==> config.mk <==
export PLATFORM = sky130hd
export DESIGN_NAME = mips_hilo_unit
export DESIGN_NICKNAME = d
export VERILOG_FILES = /design/src/rtl/mips_pkg.sv /design/src/rtl/mips_hilo_scoreboard.sv /design/src/rtl/mips_hilo_unit.sv
export SDC_FILE = /design/constraint.sdc
export NUM_CORES = 1
export LEC_CHECK = 0
export ABC_AREA = 1
export CORE_ASPECT_RATIO = 0.6
export CORE_MARGIN = 3
export CORE_UTILIZATION = 40
export DETAILED_ROUTE_END_ITERATION = 10
export PLACE_DENSITY = 0.84
export SYNTH_ARGS = -nofsm -noshare
export SYNTH_HDL_FRONTEND = slang
export SYNTH_HIERARCHICAL = 1
export SYNTH_SLANG_ARGS = --single-unit
export TNS_END_PERCENT = 100
==> constraint.sdc <==
create_clock -name clk -period 2.1 [get_ports clk]
set_input_delay 0.21 -clock clk [delete_from_list [all_inputs] [get_ports clk]]
set_output_delay 0.21 -clock clk [all_outputs]
set_load 0.01 [all_outputs]
==> src/rtl/mips_pkg.sv <==
// Shared MIPS core types and constants.
// Also used by the pipelined multiplier.
package mips_pkg;

  localparam int DATA_32_W  = 32;
  localparam int MULT_LAT_C = 4;

  typedef enum logic {
    HILO_IDLE,
    HILO_BUSY
  } hilo_state_t;

endpackage

==> src/rtl/mips_hilo_scoreboard.sv <==
// In-flight multiply counter, busy FSM and sticky error flag.
// Build option MIPS_HILO_BYPASS_EN enables the last-result forward flag.
module mips_hilo_scoreboard
  import mips_pkg::*;
#(
  parameter int MULT_LAT = MULT_LAT_C
) (
  input  logic clk,
  input  logic rst,
  input  logic mult_start,
  input  logic mult_done,
  input  logic conflict,
  output logic busy,
  output logic fwd,
  output logic err
);

  localparam int CW = $clog2(MULT_LAT + 1);
  localparam logic [CW-1:0] FULL = CW'(MULT_LAT);
  localparam logic [CW-1:0] ONE  = CW'(1);

  logic [CW-1:0] count;
  logic [CW-1:0] count_nxt;
  logic          err_nxt;
  hilo_state_t   state;
  hilo_state_t   state_nxt;

  always_comb begin
    count_nxt = count;
    err_nxt   = err | conflict;
    unique case ({mult_start, mult_done})
      2'b10: begin
        if (count == FULL) err_nxt = 1'b1;
        else count_nxt = count + 1'b1;
      end
      2'b01: begin
        if (count == '0) err_nxt = 1'b1;
        else count_nxt = count - 1'b1;
      end
      default: ;
    endcase
  end

  always_comb begin
    state_nxt = state;
    unique case (state)
      HILO_IDLE:
        if (count_nxt != '0) state_nxt = HILO_BUSY;
      HILO_BUSY:
        if (count_nxt == '0) state_nxt = HILO_IDLE;
      default: state_nxt = HILO_IDLE;
    endcase
  end

  always_ff @(posedge clk or negedge rst) begin
    if (!rst) begin
      count <= '0;
      err   <= 1'b0;
      state <= HILO_IDLE;
    end else begin
      count <= count_nxt;
      err   <= err_nxt;
      state <= state_nxt;
    end
  end

  assign busy = (state == HILO_BUSY);

  // The final outstanding result is on the bus right now.
`ifdef MIPS_HILO_BYPASS_EN
  assign fwd = (count == ONE) & mult_done;
`else
  assign fwd = 1'b0;
`endif

endmodule

==> src/rtl/mips_hilo_unit.sv <==
// HI/LO register pair with multiply scoreboard and MFHI/MFLO stall.
// Build option MIPS_HILO_BYPASS_EN forwards the last product to reads.
module mips_hilo_unit
  import mips_pkg::*;
#(
  parameter int DATA_W   = DATA_32_W,
  parameter int MULT_LAT = MULT_LAT_C
) (
  input  logic              clk,
  input  logic              rst,
  input  logic              mult_start,
  input  logic              mult_done,
  input  logic [DATA_W-1:0] mult_lower,
  input  logic [DATA_W-1:0] mult_higher,
  input  logic              mthi_en,
  input  logic              mtlo_en,
  input  logic [DATA_W-1:0] mt_data,
  input  logic              mfhi_req,
  input  logic              mflo_req,
  output logic [DATA_W-1:0] rd_data,
  output logic              stall,
  output logic              busy,
  output logic [DATA_W-1:0] hi_q,
  output logic [DATA_W-1:0] lo_q,
  output logic              err
);

  logic              fwd;
  logic              conflict;
  logic              rd_req;
  logic [DATA_W-1:0] hi_nxt;
  logic [DATA_W-1:0] lo_nxt;
  logic [DATA_W-1:0] hi_src;
  logic [DATA_W-1:0] lo_src;

  assign conflict = mfhi_req & mflo_req;
  assign rd_req   = mfhi_req | mflo_req;

  mips_hilo_scoreboard #(
    .MULT_LAT(MULT_LAT)
  ) u_sb (
    .clk       (clk),
    .rst       (rst),
    .mult_start(mult_start),
    .mult_done (mult_done),
    .conflict  (conflict),
    .busy      (busy),
    .fwd       (fwd),
    .err       (err)
  );

  // Move-to beats the product per register.
  always_comb begin
    hi_nxt = hi_q;
    priority case (1'b1)
      mthi_en:   hi_nxt = mt_data;
      mult_done: hi_nxt = mult_higher;
      default: ;
    endcase
  end

  always_comb begin
    lo_nxt = lo_q;
    priority case (1'b1)
      mtlo_en:   lo_nxt = mt_data;
      mult_done: lo_nxt = mult_lower;
      default: ;
    endcase
  end

  always_ff @(posedge clk or negedge rst) begin
    if (!rst) begin
      hi_q <= '0;
      lo_q <= '0;
    end else begin
      hi_q <= hi_nxt;
      lo_q <= lo_nxt;
    end
  end

  assign hi_src = fwd ? hi_nxt : hi_q;
  assign lo_src = fwd ? lo_nxt : lo_q;

  always_comb begin
    rd_data = '0;
    priority case (1'b1)
      mfhi_req: rd_data = hi_src;
      mflo_req: rd_data = lo_src;
      default: ;
    endcase
  end

  assign stall = rd_req & busy & ~fwd;

endmodule

==> impl_metrics.json, run 1 <==
{
  "status": "completed",
  "cts-buffers-inserted": 9,
  "gr-total-overflow": 0,
  "whs_ns": 0.367,
  "clkTransAtPathRegs_ns": 0.06,
  "wl_per_cell_um": 15.5,
  "path_buf_inv": 4,
  "path_class": "primary input to output pin",
  "finalSetupViolCount": 0,
  "cts.sink_count": 69,
  "fin_util_pct": 60.8,
  "fmax_mhz": 583,
  "die_area_um2": 15000,
  "period_share_pct": 81.7,
  "grt_pass1_wl_mm": 28.9,
  "viasPerCell": 5.06,
  "place.gp.congestion": 0.891,
  "layout_commonest_cell": "nand2_1",
  "grt_max_degree": 67,
  "crit_top_cell": "nand2_1",
  "ant_nets": 0,
  "dp.cells": 1183,
  "dpl_cell_area_um2": 7490,
  "synth_nets": 953,
  "worstPathCellList": "clkdlybuf4s50_1 -> inv_2 -> nand2_1 -> buf_12 -> a21oi_1 -> nand2_1 -> nand2_1 -> dlymetal6s2s_1",
  "cts_setup_buffers": 0,
  "drcViolationCount": 0,
  "maxCapViolCount": 0,
  "drtIter0Drc": 456,
  "clock_path_buffers": 2,
  "syn_to_final_growth_pct": 46.4,
  "grt_usage_pct": 24.4,
  "fin_crit_ns": 1.72,
  "peakVddDrop_v": 0.000334,
  "path_delay_family": "buffers and inverters",
  "worstPathMaxFanout": 32,
  "core_area_um2": 13000,
  "maxSlewViolCount": 0,
  "setup_tns_ns": 0,
  "yosysWarningCount": 6,
  "syn_inst": 844,
  "hold_violations": 0,
  "drive_gt1_share_pct": 10.4,
  "synth_cell_types": 20,
  "n_antenna_cell": 0,
  "p_leak_nw": 4.56,
  "totalWireLength_mm": 18.6,
  "p_per_area_nw_per_um2": 622,
  "io_buffers": 202,
  "grt_pass1_vias": 5754,
  "hold_class": "primary input to async pin",
  "finClkSkew_ns": 0.000319,
  "htreeDepth": 3,
  "clk_latency_ns": 0.32,
  "multi_input_area_um2": 2830,
  "regArea_um2": 1730,
  "io_pins": 203,
  "hpwlAfterDp_mm": 13.2,
  "antenna_found_initial": 0,
  "reg2reg_depth": 9,
  "final_cell_mix": "nand2_1 (365), clkdlybuf4s50_1 (168), inv_1 (138), nand3_1 (74), dfrtp_1 (69)",
  "cp.depth": 8,
  "dr.pass1.iters": 5,
  "power_mw": 4.92,
  "final_cells": 1200,
  "end_kind": "output pin",
  "synth-seq-area-share_pct": 32.0,
  "die_w_um": 156,
  "vias": 6070,
  "finalNetCount": 1134,
  "rows": 32,
  "cts_root_buffer": "clkbuf_16",
  "die_y_um": 96.0,
  "fillCellCount": 1186,
  "crit_slowest_cell": "clkdlybuf4s50_1",
  "ys_ff_latch": 69,
  "required_ns": 1.89,
  "final_area_um2": 7910,
  "synth_area_um2": 5400,
  "initial_core_util_pct": 41.5,
  "rsz0062_at_grt": "false",
  "arrival_ns": 1.51,
  "worst_setup_path_start_kind": "primary input",
  "cts_tree": "built",
  "layout_setup_ws_ns": 0.384,
  "syn_avg_cell_area_um2": 6.40,
  "slowest_delay_ns": 0.51,
  "preCtsSetupSlack_ns": 0.0385
}
power breakdown:
part           switching, mW  total, mW  leakage [nW]  internal [mW]
Sequential             0.108       1.58         0.817           1.48
Clock                  0.576       1.60         0.151           1.02
Combinational          0.923       1.74          3.59          0.817
sequential cells by signal (all words and copies together) (netlist names):
name	count
hi_q	32
lo_q	32
u_sb/count	3
u_sb/busy	1
u_sb/err	1
repair_timing:
| action | in CTS | in global routing |
|---|---|---|
| setup endpoints to repair | 0 | 32 |
| hold endpoints to repair | 29 | 0 |
| gates resized for setup | 0 | 34 |
| hold buffers | 1 | 0 |
worst paths after layout:
| check | startpoint | end | slack (ns) |
|---|---|---|---|
| min in group clk | mult_done | u_sb/err | 0.37 |
| hold reg to reg | u_sb/err | u_sb/err | 0.47 |
| max in group asynchronous | rst | hi_q[19] | 1.15 |
| setup reg to reg | u_sb/count[0] | u_sb/busy | 0.66 |
| setup / recovery | mfhi_req | rd_data[21] | 0.38 |
| hold / removal | rst | u_sb/count[0] | 0.37 |
Yosys cell counts:
cell	instances	share of area, %
inv_1	138	9.6
xor2_1	1	0.16
buf_2	23	2.1
o21ai_0	2	0.19
nand2_1	365	25
inv_2	6	0.42
o21a_1	1	0.14
buf_6	14	2.9
clkbuf_1	8	0.56
nand3_2	61	11
nor2_2	1	0.12
nor2_1	3	0.21
a21oi_1	64	5.9
or2_1	1	0.12
ha_1	5	1.2
buf_4	2	0.28
dfrtp_1	69	32
nand2_2	5	0.58
conb_1	1	0.069
nand3_1	74	6.9
area by class of cell:
class                   instances  share of cell area [%]
clock buffers                  12                    3.37
clock inverters                 4                   0.680
inverters                     144                    6.83
multi-input cells             584                    35.7
flip-flops and latches         69                    21.8
well taps                     170                    2.69
repair buffers                217                    28.9
cells by family (layout without fill, tap and decap cells):
logic type | Yosys count | after routing | share of synthesized area, %
flip-flops | 69 | 69 | 32.0
buffers and inverters | 191 | 377 | 15.9
other | 1 | 1 | 0.0694
XOR/XNOR | 1 | 1 | 0.162
AO/OA/AOI/OAI | 67 | 67 | 6.25
adder cells (fa/ha/maj) | 5 | 5 | 1.16
AND/OR/NAND/NOR | 510 | 510 | 44.5
routing by layer:
| layer | up-vias | global-route usage, % | wire, um |
|---|---|---|---|
| met5 | - | 0 | 0 |
| met4 | 0 | 5.80 | 214 |
| met3 | 25 | 7.14 | 2110 |
| met2 | 338 | 38.5 | 8150 |
| met1 | 2769 | 33.3 | 8090 |
| li1 | 2938 | - | - |
(Power assumes the default switching activity.)
==> inputs of run 2 (changes only) <==
Settings changed: PLACE_DENSITY 0.84 to 0.86.
Clock period 2.1 ns to 1.4 ns, I/O delays scaled along.
==> run 2 against run 1 <==
Compared with the run above:
- via count increased by 1.6%
- core utilization increased by 1.1 points
- highest routed layer unchanged
- largest power group unchanged
- largest cell class unchanged
- final area rose by 1.9%
==> impl_metrics.json, run 2 (synthesized netlist as in run 1, its figures left out) <==
{
  "place.gp.congestion": 0.883,
  "required_ns": 1.26,
  "hold_violations": 0,
  "power_frac_seq_pct": 31.0,
  "syn_to_final_growth_pct": 49.1,
  "period_share_pct": 98.2,
  "finalNetCount": 1157,
  "wl_per_cell_um": 15.7,
  "ant_nets": 0,
  "p_int_mw": 5.10,
  "grtUsageMet1_pct": 32.2,
  "grt_usage_pct": 24.2,
  "peakVddDrop_v": 0.000702,
  "die_y_um": 96.0,
  "finalSetupViolCount": 0,
  "dr.pass1.iters": 5,
  "drtIter0Drc": 455,
  "clkTransAtPathRegs_ns": 0.06,
  "slowest_delay_ns": 0.54,
  "worstHoldStart": "mfhi_req",
  "status": "completed",
  "clk_latency_ns": 0.32,
  "maxSlewViolCount": 0,
  "worstPathMaxFanout": 2,
  "power_mw": 7.57,
  "p_clk_share_pct": 33.0,
  "path_buf_inv": 1,
  "r2r-start": "u_sb/count[0]",
  "grt_pass1_wl_mm": 28.7,
  "drive_gt1_share_pct": 18.3,
  "arrival_ns": 1.23,
  "clock_path_buffers": 2,
  "final_cell_mix": "nand2_1 (363), inv_1 (135), clkdlybuf4s50_1 (120), nand3_1 (74), dfrtp_1 (69)",
  "maxCapViolCount": 0,
  "n_antenna_cell": 0,
  "largestRegisters": "hi_q (32), lo_q (32), u_sb/count (3)",
  "switching_share_pct": 32.6,
  "met2_usage_pct": 39.1,
  "core_area_um2": 13000,
  "io_buffers": 202,
  "hpwlAfterDp_mm": 13.1,
  "grt_pass1_vias": 5675,
  "cts_tree": "built",
  "p_leak_nw": 4.68,
  "drcViolationCount": 0,
  "grtUsageMet3_pct": 6.69,
  "htreeDepth": 3,
  "worst_setup_path_start_kind": "flip-flop",
  "cts.sink_count": 69,
  "busiest_layer": "met2",
  "end_kind": "output pin",
  "startpoint": "lo_q[19]",
  "initial_core_util_pct": 41.5,
  "cts_root_buffer": "clkbuf_16",
  "hold_class": "primary input to flip-flop",
  "die_w_um": 156,
  "finClkSkew_ns": 0.000316,
  "preCtsSetupSlack_ns": -0.540,
  "power_frac_comb_pct": 35.9,
  "path_delay_family": "buffers and inverters",
  "die_area_um2": 15000,
  "path_class": "flip-flop to output pin",
  "crit_slowest_cell": "clkdlybuf4s50_1",
  "grt_max_degree": 70,
  "setup_tns_ns": 0,
  "vias": 6169,
  "layout_setup_ws_ns": 0.0255,
  "totalWireLength_mm": 19.3,
  "p_sw_mw": 2.46,
  "cts-buffers-inserted": 9,
  "gr-total-overflow": 0,
  "p_per_area_nw_per_um2": 939,
  "fin_crit_ns": 1.37,
  "rows": 32,
  "fillCellCount": 1170,
  "layout_commonest_cell": "nand2_1",
  "worstPathCellList": "clkdlybuf4s50_1",
  "fmax_mhz": 728,
  "io_pins": 203,
  "antenna_found_initial": 0,
  "viasPerCell": 5.04
}
-- run 2: cell count changes in the layout (fill, tap and decap cells not counted), sizes merged, moves of 2 or more --
cell | previous run | this run
clkdlybuf4s50 | 168 | 120
clkinv | 0 | 2
clkinvlp | 2 | 0
clkbuf | 12 | 26
dlymetal6s2s | 32 | 30
buf | 16 | 57
dlygate4sd2 | 0 | 17
-- run 2: what timing repair did --
item	in CTS	in global routing
setup endpoints to repair	48	63
pin swaps	1	4
buffers inserted	0	3
resized for setup	109	92
endpoints found under the hold margin	69	0
hold buffers	1	0
gates cloned	1	1
-- run 2: routing by layer --
metal,routed length [um],part of all wire [%]
met1,8170,42
met2,8610,45
met3,2180,11
met4,281,1.5
met5,0,0
-- run 2: worst paths after layout --
kind	endpoint	slack [ns]	cells past startpoint
max in group asynchronous	lo_q[16]	0.69	3
min in group asynchronous	hi_q[1]	0.37	3
hold / removal	u_sb/err	0.28	6
hold reg to reg	u_sb/err	0.49	2
setup reg to reg	u_sb/busy	0.06	7
setup / recovery	lo_q[19]	0.03	1
-- run 2: final cells by class --
type                    instances  area [um2]  share of cell area [%]
clock buffers                  12         256                    3.18
clock inverters                 4        70.1                   0.870
inverters                     144         541                    6.71
multi-input cells             584        2940                    36.5
flip-flops and latches         69        1730                    21.4
well taps                     170         213                    2.64
repair buffers                240        2310                    28.7
-- run 2: power by group through the flow --
| stage | Sequential, mW | Combinational [mW] | Clock (mW) |
|---|---|---|---|
| after floorplan | 2.46 | 1.30 | 0 |
| after global placement | 2.37 | 2.63 | 0 |
| after detailed placement | 2.38 | 2.68 | 0 |
| after CTS | 2.35 | 2.64 | 2.56 |
| after global routing | 2.37 | 2.97 | 2.66 |
| final | 2.35 | 2.72 | 2.50 |
-- run 2: metrics by stage --
step                utilization, %  instances  cell area (um2)  hold WS (ns)
detailed placement            58.6       1201             7630         0.183
global placement              58.6       1201             7630         0.181
global route                  61.9       1223             8060         0.321
floorplan                        -        844             5400        -0.156
CTS                           61.5       1219             8010         0.384
finish                        61.9       1223             8060         0.276
-- run 2: worst reg2reg max path: stages, from the launching register on --
cell and delay (ns):
dfrtp_1 0.37, buf_4 0.14, ha_2 0.19, or2_1 0.21
nand3_1 0.08, nand3_1 0.08, nand2_1 0.10, nand2_1 0.06
==> inputs of run 3 (changes only) <==
Settings changed: CORE_MARGIN 3 to 2, CORE_UTILIZATION 40 to 41, GPL_TIMING_DRIVEN set to 1, PLACE_DENSITY 0.86 to 0.88.
==> run 3 against run 2 <==
Compared with the run above:
- core utilization up 1.5 points
- register-to-register slack improved by 0.04 ns
- final area grew 1.1%
- die area is 5.6% lower
- clock-buffer cell count down 2
- critical path type unchanged
==> impl_metrics.json, run 3 (synthesized netlist as in run 1, its figures left out) <==
{
  "status": "completed",
  "totalWireLength_mm": 19.7,
  "fin_crit_ns": 1.36,
  "grtUsageMet3_pct": 7.63,
  "busiest_layer": "met2",
  "layout_setup_ws_ns": 0.0363,
  "startpoint": "lo_q[26]",
  "p_per_area_nw_per_um2": 938,
  "hold_class": "primary input to flip-flop",
  "cts_tree": "built",
  "maxCapViolCount": 0,
  "peakVddDrop_v": 0.000629,
  "maxSlewViolCount": 0,
  "cts_root_buffer": "clkbuf_16",
  "drive_gt1_share_pct": 19.3,
  "period_share_pct": 97.4,
  "finalNetCount": 1159,
  "r2r-start": "u_sb/count[0]",
  "viasPerCell": 5.09,
  "finClkSkew_ns": 0.00263,
  "initial_core_util_pct": 42.0,
  "hold_violations": 0,
  "required_ns": 1.26,
  "gr-total-overflow": 0,
  "die_y_um": 92.9,
  "grtUsageMet1_pct": 36.5,
  "worst_setup_path_start_kind": "flip-flop",
  "cts-buffers-inserted": 9,
  "grt_usage_pct": 27.4,
  "met2_usage_pct": 43.6,
  "wl_per_cell_um": 16.1,
  "arrival_ns": 1.22,
  "grt_pass1_vias": 6039,
  "p_leak_nw": 4.70,
  "drtIter0Drc": 443,
  "antenna_found_initial": 0,
  "final_cell_mix": "nand2_1 (361), inv_1 (131), clkdlybuf4s50_1 (118), nand3_1 (74), dfrtp_1 (69)",
  "path_class": "flip-flop to output pin",
  "vias": 6242,
  "setup_tns_ns": 0,
  "end_kind": "output pin",
  "die_w_um": 152,
  "clk_latency_ns": 0.32,
  "htreeDepth": 3,
  "clock_path_buffers": 2,
  "power_mw": 7.64,
  "clkTransAtPathRegs_ns": 0.06,
  "hpwlAfterDp_mm": 12.8,
  "place.gp.congestion": 0.914,
  "cts.sink_count": 69,
  "die_area_um2": 14100,
  "preCtsSetupSlack_ns": -0.509,
  "io_pins": 203,
  "core_area_um2": 12900,
  "dr.pass1.iters": 5,
  "syn_to_final_growth_pct": 50.8,
  "rows": 32,
  "rsz0062_at_grt": "true",
  "grt_pass1_wl_mm": 30.8,
  "grt_max_degree": 70,
  "ant_nets": 0,
  "worstHoldStart": "mfhi_req",
  "drcViolationCount": 0,
  "worstPathMaxFanout": 2,
  "io_buffers": 202,
  "layout_commonest_cell": "nand2_1",
  "fmax_mhz": 733,
  "largestRegisters": "hi_q (32), lo_q (32), u_sb/count (3)",
  "finalSetupViolCount": 0
}
-- run 3: cell count changes in the layout (fill, tap and decap cells not counted), moves of 2 or more --
cell / change
buf_16: +3
clkbuf_2: -9
nand2_1: -2
inv_1: -4
inv_2: +4
buf_2: +10
clkdlybuf4s50_1: -2
dlymetal6s2s_1: -2
-- run 3: power breakdown --
group          internal, mW  switching (mW)
sequential             2.21           0.156
clock                  1.61           0.896
combinational          1.27            1.51
-- run 3: timing repair --
| action | 4_1_cts | 5_1_grt |
|---|---|---|
| cloned | 3 | 1 |
| hold endpoints to repair | 69 | 0 |
| setup buffers | 2 | 6 |
| hold buffers | 1 | 0 |
| pin swaps | 3 | 7 |
| endpoints found under the setup margin | 53 | 58 |
| resized for setup | 142 | 87 |
-- run 3: cell type report --
type	instances	area, um2
Antenna cell	1	2.50
Timing Repair Buffer	242	2370
Clock buffer	10	239
Fill cell	1132	4700
Inverter	144	541
Sequential cell	69	1730
Clock inverter	6	86.3
Tap cell	170	213
Multi-Input combinational cell	584	2970
-- run 3: critical path, cell delays in order (launching register included) --
cell             delay [ns]
dfrtp_1                0.36
inv_1                  0.07
a21oi_2                0.13
nand2_1                0.06
nand2_1                0.05
clkdlybuf4s15_2        0.21
-- run 3: through the flow --
step	instances	utilization (%)	hold slack, ns	instance area [um2]
final	1226	63.4	0.248	8150
after detailed placement	1197	59.2	0.181	7610
after CTS	1218	62.5	0.263	8040
after floorplan	844	-	-0.156	5400
after global routing	1225	63.4	0.290	8150
after global placement	1197	59.2	0.183	7610
-- run 3: final timing paths --
| path | end | slack [ns] | cells after the start |
|---|---|---|---|
| max | rd_data[26] | 0.04 | 5 |
| min | u_sb/err | 0.25 | 6 |
| max reg2reg | u_sb/busy | 0.10 | 9 |
| min reg2reg | u_sb/err | 0.49 | 2 |
| max in group asynchronous | hi_q[16] | 0.70 | 3 |
| min in group asynchronous | hi_q[1] | 0.36 | 3 |
-- run 3: layer usage --
| layer | vias to the layer above | routed length [um] |
|---|---|---|
| li1 | 2986 | - |
| met2 | 386 | 8680 |
| met4 | 0 | 369 |
| met5 | - | 0 |
| met3 | 45 | 2250 |
| met1 | 2825 | 8410 |
